===== config.mk =====
export PLATFORM = sky130hd
export DESIGN_NAME = clk_div_meter
export DESIGN_NICKNAME = d
export VERILOG_FILES = /design/src/rtl/clk_div_meter.sv
export SDC_FILE = /design/constraint.sdc
export NUM_CORES = 1
export LEC_CHECK = 0
export CORE_MARGIN = 2
export CORE_UTILIZATION = 35
export CTS_BUF_LIST = sky130_fd_sc_hd__clkbuf_8
export CTS_CLUSTER_DIAMETER = 100
export DETAILED_ROUTE_END_ITERATION = 16
export GPL_TIMING_DRIVEN = 0
export MAX_ROUTING_LAYER = met4
export RECOVER_POWER = 50
export SETUP_SLACK_MARGIN = 0.4
export SLEW_MARGIN = 0
export SYNTH_ARGS = -nofsm -noshare
export SYNTH_HDL_FRONTEND = slang
export SYNTH_SLANG_ARGS = --single-unit
export TNS_END_PERCENT = 50

===== constraint.sdc =====
create_clock -name in_clk -period 2.9 [get_ports in_clk]
set_clock_uncertainty 0.2 [all_clocks]
set_input_delay 0.58 -clock in_clk [delete_from_list [all_inputs] [get_ports in_clk]]
set_output_delay 0.58 -clock in_clk [all_outputs]
set_load 0.005 [all_outputs]

===== src/rtl/clk_div_meter.sv =====
// Divided-clock meter: recovers the half-period of sig_in in in_clk cycles,
// flags when consecutive captures agree (locked) and when edges stop (timeout).
//
// Ports:
//   in_clk     measurement clock, rising edge
//   rst_n      asynchronous active-low reset
//   sig_in     divided clock under measurement (asynchronous)
//   clr        synchronous clear of measurement state (not the synchronizer)
//   B_n_meas   last captured half-period
//   meas_valid one-cycle pulse when B_n_meas updates
//   locked     last LOCK_CNT captures identical
//   timeout    no edge seen for 2^CNT_BW-1 cycles
module clk_div_meter #(
    parameter int CNT_BW      = 13,
    parameter int LOCK_CNT    = 2,
    parameter int SYNC_STAGES = 2
) (
    input  logic              in_clk,
    input  logic              rst_n,
    input  logic              sig_in,
    input  logic              clr,
    output logic [CNT_BW-1:0] B_n_meas,
    output logic              meas_valid,
    output logic              locked,
    output logic              timeout
);

    localparam logic [CNT_BW-1:0] MAX       = '1;
    localparam logic [CNT_BW-1:0] ONE       = CNT_BW'(1);
    localparam logic [3:0]        MATCH_TOP = 4'(LOCK_CNT - 1);

    typedef enum logic [1:0] {
        IDLE,
        MEAS,
        LOCK,
        TOUT
    } state_t;

    logic [SYNC_STAGES-1:0] sync_q;
    logic                   hist_q;
    logic                   edge_seen;
    logic [CNT_BW-1:0]      cnt;
    logic [3:0]             match_cnt;
    logic [3:0]             match_next;
    logic                   capture;
    logic                   same;
    state_t                 state;

    // Synchronizer and history flop are untouched by clr, so an edge in
    // flight across a clr is still tracked correctly afterwards.
    always_ff @(posedge in_clk or negedge rst_n) begin
        if (!rst_n) begin
            sync_q <= '0;
            hist_q <= 1'b0;
        end else begin
            sync_q <= {sync_q[SYNC_STAGES-2:0], sig_in};
            hist_q <= sync_q[SYNC_STAGES-1];
        end
    end

    assign edge_seen  = sync_q[SYNC_STAGES-1] ^ hist_q;
    assign capture    = edge_seen && (state == MEAS || state == LOCK);
    assign same       = (cnt == B_n_meas);
    assign match_next = (match_cnt == MATCH_TOP) ? MATCH_TOP
                                                 : match_cnt + 4'd1;

    always_ff @(posedge in_clk or negedge rst_n) begin
        if (!rst_n) begin
            cnt        <= '0;
            match_cnt  <= '0;
            state      <= IDLE;
            B_n_meas   <= '0;
            meas_valid <= 1'b0;
            locked     <= 1'b0;
            timeout    <= 1'b0;
        end else if (clr) begin
            cnt        <= '0;
            match_cnt  <= '0;
            state      <= IDLE;
            B_n_meas   <= '0;
            meas_valid <= 1'b0;
            locked     <= 1'b0;
            timeout    <= 1'b0;
        end else begin
            meas_valid <= 1'b0;
            if (edge_seen) begin
                cnt <= ONE;
            end else if (cnt != MAX) begin
                cnt <= cnt + ONE;
            end

            if (capture) begin
                B_n_meas   <= cnt;
                meas_valid <= 1'b1;
                if (same) begin
                    match_cnt <= match_next;
                    if (match_next == MATCH_TOP) begin
                        locked <= 1'b1;
                        state  <= LOCK;
                    end
                end else begin
                    match_cnt <= '0;
                    locked    <= 1'b0;
                    state     <= MEAS;
                end
            end else if (edge_seen) begin
                // First edge after IDLE/TOUT only re-arms: the interval
                // ending here has no valid start.
                state   <= MEAS;
                timeout <= 1'b0;
            end else if (cnt == MAX) begin
                state     <= TOUT;
                timeout   <= 1'b1;
                locked    <= 1'b0;
                match_cnt <= '0;
            end
        end
    end

endmodule


==> Flow_metrics.wiki, run 1 <==
{| class="wikitable"
! Metric !! Value
|-
| Minimum setup slack after placement || between 0.2 and 0.3 ns
|-
| Maximum cell stage delay along the critical path || ~0.6 ns
|-
| Number of vias in the routed layout || around 1500
|-
| Via density per instance || between 4 and 5
|-
| Antenna Diode Count || 0
|-
| Maximum Capacitance Violations || 1
|-
| Detailed-route DRC error count || 0
|-
| Die outline area || slightly above 6000 µm²
|-
| WP buf/inv || 3
|-
| Pwr dens || between 400 and 500 nW/µm²
|-
| Leakage power of the design || 1.035 nW
|-
| Setup CP Type || input port to flip-flop
|-
| Clock Root Buffer || sky130_fd_sc_hd__clkbuf_8
|-
| Highest ir drop seen on vdd || a little over 0.2 mV
|-
| Period Utilization, post-route || 0.8194
|-
| Unrepaired setup endpoints after global routing || false
|-
| Clock slew at reported path FFs || 0.07 ns
|-
| Worst-case hold slack || 0.1591 ns
|-
| Number of detailed-routing iterations run before antenna repair || 4
|-
| Setup TNS || 0 ns
|-
| Count of yosys warnings during synthesis || 0
|-
| Sequential cell area || ~950 µm²
|-
| H-tree level count || 2
|-
| Number of placement rows || 26
|-
| Rel. slew slack || -0.3817
|-
| Final Critical Period || approximately 2.4 ns
|-
| Kind of cell adding the most delay to the critical path || buffers and inverters
|-
| Post-CTS sizing || 0
|-
| Data required time at the worst endpoint || 2.86 ns
|-
| Net count of the mapped netlist || just over 200
|-
| Number of different library cells in the post-synthesis netlist || 40
|-
| Post-synthesis instance total || about 200
|-
| Peak clock frequency supported by timing || between 400 and 500 MHz
|-
| Wire per inst || 14.04 µm
|-
| Number of inserted filler cells in the final layout || around 520
|-
| Min setup slack post-route || 0.5238 ns
|-
| Max Buffers Root-to-Sink || 2
|-
| Outcome || finished with violations
|-
| Area used by multi-input combinational logic || approximately 920 µm²
|-
| Share of post-route cells with drive strength above 1 || 0.09735
|-
| Die Y || 78.15 µm
|-
| Most used cell, CP || sky130_fd_sc_hd__clkbuf_1
|-
| Synth async-reset ratio || 1.000
|-
| Post-layout total power || between 1 and 1.5 mW
|-
| Number of nets still failing antenna checks after routing || 0
|-
| Slew at the pin closest to its max-slew limit || ~2.1 ns
|-
| First-pass GRT wire length || 7272 µm
|-
| Worst-path maximum fanout || 10
|-
| Primary FF master, synth || sky130_fd_sc_hd__dfrtp_1
|-
| Min-Delay Path Class || flip-flop to flip-flop
|-
| Clock buffer count from CTS || 5
|-
| Total routed wirelength || 4157 µm
|-
| Initial antenna violation count || 0
|-
| Final-report hold violation count || 0
|-
| Number of flops mapped to enable cells by yosys || 0
|-
| Post-synth design cell area || 1924 µm²
|-
| Sort of element at the end of the critical path || flip-flop
|-
| Number of DRC violations after detailed-routing iteration 0 || 117
|-
| Vias in the first global route || 1498
|-
| Leading cell type by number of instances after synthesis || sky130_fd_sc_hd__dfrtp_1
|-
| Global placer's final weighted congestion || around 0.84
|-
| Final global-route overflow total || 0
|-
| Flop and latch count out of synthesis || 38
|-
| Cell taking the most area after synthesis || sky130_fd_sc_hd__dfrtp_1
|-
| Core area || roughly 5200 µm²
|-
| Placed cell count || between 200 and 300
|-
| Pin count of the biggest net entering global routing || 39
|-
| Pins over their slew limit || 39
|-
| Worst-path cell with the longest stage delay || sky130_fd_sc_hd__dlygate4sd3_1
|-
| TritonCTS clock tree || built
|-
| Failing checks || max-capacitance violations, max-slew violations
|-
| Effective utilization at floorplan || 0.3697
|-
| Detail Placement HPWL || roughly 2900 µm
|-
| Clock latency reported for the late side of the worst-skew pair || around 0.29 ns
|-
| Layout Cells excl Fill || between 200 and 300
|-
| Average cell area after synthesis || 9.670 µm²
|-
| Worst Path Arrival || ~2.3 ns
|-
| Share of the yosys chip area belonging to registers || 0.4941
|-
| Top-level I/O count || 20
|-
| Number of setup violations in the final report || 0
|-
| Number of input and output port buffers inserted || 19
|-
| Horizontal extent of the die || about 80 µm
|-
| Worst setup SP type || input port
|-
| CP Cell Sequence || dlygate4sd3_1 -> clkbuf_1 -> nand2b_1 -> clkbuf_1 -> nor2_1
|-
| Cell types with the largest area share after synthesis || sky130_fd_sc_hd__dfrtp_1 49%, sky130_fd_sc_hd__xor2_1 9.1%, sky130_fd_sc_hd__nand2_1 6.2%
|-
| Area delta synth->final || 18.86%
|-
| All-Layer GR Usage || 0.1579
|-
| Final net count || between 200 and 250
|-
| Area share of the leading cell type in the synthesized netlist || 0.4941
|-
| Clock sinks || 38
|-
| Most frequent cells after synthesis || 38 x sky130_fd_sc_hd__dfrtp_1, 32 x sky130_fd_sc_hd__nand2_1, 23 x sky130_fd_sc_hd__nor2_1, 20 x sky130_fd_sc_hd__xor2_1, 16 x sky130_fd_sc_hd__a21oi_1
|}
==> registers in the layout, indices dropped and copies added (netlist names), 2 cells and up <==
signal,cells
B_n_meas,13
cnt,13
match_cnt,4
state,2
sync_q,2
==> worst paths after layout <==
| kind | start | end | slack (ns) | depth (start not counted) |
|---|---|---|---|---|
| worst max-delay path | clr | cnt[9]$_DFFE_PN0P_ | 0.52 | 5 |
| worst min-delay path | sync_q[0]$_DFF_PN0_ | sync_q[1]$_DFF_PN0_ | 0.16 | 0 |
| worst max register to register | cnt[0]$_DFFE_PN0P_ | state[1]$_DFFE_PN0P_ | 0.60 | 6 |
| worst min register to register | sync_q[0]$_DFF_PN0_ | sync_q[1]$_DFF_PN0_ | 0.16 | 0 |
| max in group asynchronous | rst_n | cnt[8]$_DFFE_PN0P_ | 0.64 | 1 |
| min in group asynchronous | rst_n | cnt[4]$_DFFE_PN0P_ | 0.68 | 1 |
==> worst reg2reg max path, stage by stage, from the launching register on <==
cell	delay, ns
sky130_fd_sc_hd__dfrtp_1	0.48
sky130_fd_sc_hd__ha_1	0.36
sky130_fd_sc_hd__nand2_1	0.17
sky130_fd_sc_hd__nor4_4	0.51
sky130_fd_sc_hd__nand2b_1	0.25
sky130_fd_sc_hd__a31o_1	0.16
sky130_fd_sc_hd__o2bb2ai_1	0.10
==> where the power goes <==
group / leakage [nW] / switching, mW / internal (mW) / total (mW)
combinational: 0.466 / 0.0833 / 0.0528 / 0.136
sequential: 0.517 / 0.0162 / 0.546 / 0.562
clock: 0.0524 / 0.189 / 0.188 / 0.377
total: 1.04 / 0.288 / 0.787 / 1.07
==> cells in the final DEF (no fill, tap or decap), types with 2 or more instances in the layout <==
cell type and n:
sky130_fd_sc_hd__a21oi_1 16, sky130_fd_sc_hd__a22o_1 2, sky130_fd_sc_hd__buf_2 3, sky130_fd_sc_hd__clkbuf_1 7
sky130_fd_sc_hd__clkbuf_8 6, sky130_fd_sc_hd__clkdlybuf4s50_1 16, sky130_fd_sc_hd__dfrtp_1 38, sky130_fd_sc_hd__dlygate4sd3_1 2
sky130_fd_sc_hd__ha_1 3, sky130_fd_sc_hd__inv_1 5, sky130_fd_sc_hd__nand2_1 32, sky130_fd_sc_hd__nand2b_1 2
sky130_fd_sc_hd__nand3_1 6, sky130_fd_sc_hd__nand4_1 4, sky130_fd_sc_hd__nand4_2 2, sky130_fd_sc_hd__nand4b_1 2
sky130_fd_sc_hd__nor2_1 23, sky130_fd_sc_hd__nor3_1 4, sky130_fd_sc_hd__nor3b_1 2, sky130_fd_sc_hd__nor4_1 3
sky130_fd_sc_hd__xnor2_1 6, sky130_fd_sc_hd__xor2_1 20
==> per-stage QoR <==
step	instance area (µm²)	utilization
CTS	2288	0.4397
finish	2287	0.4394
floorplan	1924	-
global placement	2202	0.4231
global route	2287	0.4394
detailed placement	2197	0.4221
==> layer usage <==
| metal | GRT usage | vias up | share of wire | routed length, µm |
|---|---|---|---|---|
| li1 | - | 726 | - | - |
| met3 | 0.03563 | 6 | 0.029 | 120 |
| met2 | 0.2397 | 22 | 0.46 | 1911 |
| met5 | - | - | 0 | 0 |
| met1 | 0.2086 | 700 | 0.50 | 2067 |
| met4 | 0.05789 | 0 | 0.014 | 57 |
==> repair_timing <==
| item | CTS | global route |
|---|---|---|
| hold endpoints to repair | 0 | 0 |
| hold buffers | 0 | 0 |
| setup endpoints to repair | 0 | 4 |
| setup buffers | 0 | 0 |
==> logic make-up (layout without fill, tap and decap cells) <==
logic type | after synthesis | count (layout) | share of synthesized area
fa+ha+maj | 3 | 3 | 0.01951
simple gates | 88 | 88 | 0.2328
buf+inv | 14 | 41 | 0.02990
mux | 2 | 2 | 0.01105
compound gates | 28 | 28 | 0.09429
flops | 38 | 38 | 0.4941
xor+xnor | 26 | 26 | 0.1183
==> final cells by class <==
class | count | area share
repair buffers | 19 | 0.08042
well taps | 70 | 0.03829
inverters | 4 | 0.006565
clock inverters | 2 | 0.003829
multi-input cells | 147 | 0.4004
clock buffers | 6 | 0.03611
flip-flops and latches | 38 | 0.4158
plain buffers | 10 | 0.01860
Note: power is estimated with default switching activity, not from simulation.
==> inputs of run 2 (changes only) <==
- clock period: 2.9 -> 1.9 ns (I/O delays scaled with it)
==> Flow_metrics.wiki, run 2 (same netlist as run 1, synthesis figures left out) <==
{| class="wikitable"
! Metric !! Value
|-
| TritonCTS clock tree || built
|-
| Sort of element at the end of the critical path || flip-flop
|-
| Clock buffer count from CTS || 5
|-
| Post-CTS Hold Buffers || 0
|-
| CP Cell Sequence || ha_2 -> or4b_4 -> nand3_4 -> nand2_2 -> a22oi_1 -> o22ai_1
|-
| Worst-case hold slack || roughly 0.023 ns
|-
| Detail Placement HPWL || around 2800 µm
|-
| Detailed-route DRC error count || 0
|-
| Area delta synth->final || 50.91%
|-
| Via density per instance || 5.016
|-
| Antenna Diode Count || 0
|-
| Final-report hold violation count || 0
|-
| Placed cell count || around 290
|-
| Horizontal extent of the die || 78.15 µm
|-
| Clock slew at reported path FFs || ~0.070 ns
|-
| Outcome || finished with violations
|-
| Number of input and output port buffers inserted || 19
|-
| Clock sinks || 38
|-
| Wire per inst || 15.45 µm
|-
| Leakage power of the design || approximately 1.3 nW
|-
| Die Y || roughly 80 µm
|-
| Post-Place Cell Area || ~2300 µm²
|-
| Worst Path Arrival || roughly 1.9 ns
|-
| Slew at the pin closest to its max-slew limit || between 0.9 and 1 ns
|-
| Number of vias in the routed layout || about 1600
|-
| Post-layout total power || between 1.5 and 2 mW
|-
| Number of placement rows || 26
|-
| Min-Delay Path Class || input port to asynchronous set/reset pin
|-
| Pin count of the biggest net entering global routing || 39
|-
| Vias in the first global route || 1707
|-
| First-pass GRT wire length || 8390 µm
|-
| Maximum Capacitance Violations || 0
|-
| Max Buffers Root-to-Sink || 2
|-
| WP buf/inv || 0
|-
| Number of detailed-routing iterations run before antenna repair || 4
|-
| Min setup slack post-route || -0.03130 ns
|-
| Failing checks || negative setup slack
|-
| Share of post-route cells with drive strength above 1 || 0.5182
|-
| Worst-path maximum fanout || 4
|-
| Effective utilization at floorplan || 0.3697
|-
| Top-level I/O count || 20
|-
| Most used cells in the layout excluding fill and tap cells || 28 x sky130_fd_sc_hd__dfrtp_1, 17 x sky130_fd_sc_hd__xor2_1, 16 x sky130_fd_sc_hd__nand2_1
|-
| Total routed wirelength || ~4900 µm
|-
| Kind of cell adding the most delay to the critical path || simple AND/OR/NAND/NOR gates
|-
| Final net count || 253
|-
| Pwr dens || 631.6 nW/µm²
|-
| Number of DRC violations after detailed-routing iteration 0 || 41
|-
| Setup CP Type || flip-flop to flip-flop
|-
| Clock Root Buffer || sky130_fd_sc_hd__clkbuf_8
|-
| Pins over their slew limit || 0
|-
| Worst setup SP type || flip-flop
|-
| Number of nets still failing antenna checks after routing || 0
|-
| Maximum cell stage delay along the critical path || 0.55 ns
|-
| All-Layer GR Usage || 0.1812
|-
| Clock latency reported for the late side of the worst-skew pair || roughly 0.3 ns
|-
| Number of inserted filler cells in the final layout || 449
|-
| Most frequent standard cell in the layout excluding fill and tap cells || sky130_fd_sc_hd__dfrtp_1
|-
| Final global-route overflow total || 0
|-
| Setup TNS || -0.04231 ns
|-
| Layout Cells excl Fill || about 320
|-
| Data required time at the worst endpoint || about 1.9 ns
|-
| Highest ir drop seen on vdd || just under 0.4 mV
|-
| Initial antenna violation count || 0
|-
| Post-layout instance area || about 2900 µm²
|-
| Number of setup violations in the final report || 2
|-
| Final Critical Period || slightly below 2 ns
|-
| Global placer's final weighted congestion || ~0.8
|-
| Peak clock frequency supported by timing || roughly 520 MHz
|-
| Unrepaired setup endpoints after global routing || true
|-
| Core area || 5205 µm²
|-
| Rel. slew slack || 0.3589
|-
| Registers with the most flip-flops || B_n_meas x13, cnt x13, match_cnt x4
|-
| Period Utilization, post-route || 1.016
|-
| H-tree level count || 2
|-
| Worst-path cell with the longest stage delay || sky130_fd_sc_hd__or4b_4
|-
| Die outline area || ~6100 µm²
|}
run 2: cell types whose count changed in the layout (fill, tap and decap cells not counted), moves of 9 or more:
cell / before / now
sky130_fd_sc_hd__clkdlybuf4s50_1: 16 / 0
sky130_fd_sc_hd__nand2_1: 32 / 16
sky130_fd_sc_hd__buf_4: 0 / 13
sky130_fd_sc_hd__a21oi_1: 16 / 4
sky130_fd_sc_hd__a21oi_2: 0 / 12
sky130_fd_sc_hd__dfrtp_1: 38 / 28
sky130_fd_sc_hd__dfrtp_2: 0 / 10
sky130_fd_sc_hd__nor2_1: 23 / 14
run 2: through the flow:
step	worst slack, ns	utilization
2_1_floorplan	0.01851	-
3_3_place_gp	-0.8704	0.4428
3_5_place_dp	-0.5440	0.4418
4_1_cts	-0.03935	0.5406
5_1_grt	-0.1094	0.5579
6_report	-0.03130	0.5579
run 2: path summary, 6_finish.rpt:
check | start | endpoint | slack, ns | depth (start not counted)
max in group asynchronous | rst_n | B_n_meas[7]$_DFFE_PN0P_ | 0.82 | 1
min in group in_clk | sync_q[0]$_DFF_PN0_ | sync_q[1]$_DFF_PN0_ | 0.15 | 0
hold reg to reg | sync_q[0]$_DFF_PN0_ | sync_q[1]$_DFF_PN0_ | 0.15 | 0
setup reg to reg | match_cnt[0]$_DFFE_PN0P_ | state[0]$_DFFE_PN0P_ | -0.03 | 6
setup / recovery | match_cnt[0]$_DFFE_PN0P_ | state[0]$_DFFE_PN0P_ | -0.03 | 6
hold / removal | rst_n | cnt[1]$_DFFE_PN0P_ | 0.02 | 1
run 2: layout make-up:
class | instances | area [µm²] | area share
clock buffers | 6 | 82.58 | 0.02844
multi-input cells | 147 | 1281 | 0.4412
inverters | 4 | 15.01 | 0.005170
well taps | 70 | 87.58 | 0.03016
plain buffers | 10 | 122.6 | 0.04222
clock inverters | 2 | 8.758 | 0.003016
repair buffers | 40 | 342.8 | 0.1181
flip-flops and latches | 38 | 963.4 | 0.3318
run 2: what timing repair did:
action / 4_1_cts / 5_1_grt
gates resized for setup: 137 / 18
gates cloned: 1 / 0
buffers inserted: 15 / 5
endpoints found under the setup margin: 51 / 38
pin swaps: 42 / 16
run 2: layer usage:
layer | vias to the layer above | part of all wire | track usage | wire length, µm
met5 | - | 0 | - | 0
met4 | 0 | 0.025 | 0.08772 | 121
met3 | 10 | 0.036 | 0.03333 | 178
met2 | 29 | 0.49 | 0.2828 | 2383
met1 | 783 | 0.45 | 0.2284 | 2214
li1 | 768 | - | - | -
run 2: report_power, final:
| group | switching (mW) | internal [mW] | leakage [nW] |
|---|---|---|---|
| clock network | 0.298 | 0.287 | 0.0524 |
| logic | 0.202 | 0.186 | 0.760 |
| registers | 0.0268 | 0.834 | 0.501 |
| total | 0.527 | 1.31 | 1.31 |
run 2: worst register-to-register path, stage by stage (launching register included):
cell                      delay, ns
sky130_fd_sc_hd__dfrtp_2       0.45
sky130_fd_sc_hd__ha_2          0.22
sky130_fd_sc_hd__or4b_4        0.55
sky130_fd_sc_hd__nand3_4       0.08
sky130_fd_sc_hd__nand2_2       0.06
sky130_fd_sc_hd__a22oi_1       0.17
sky130_fd_sc_hd__o22ai_1       0.09
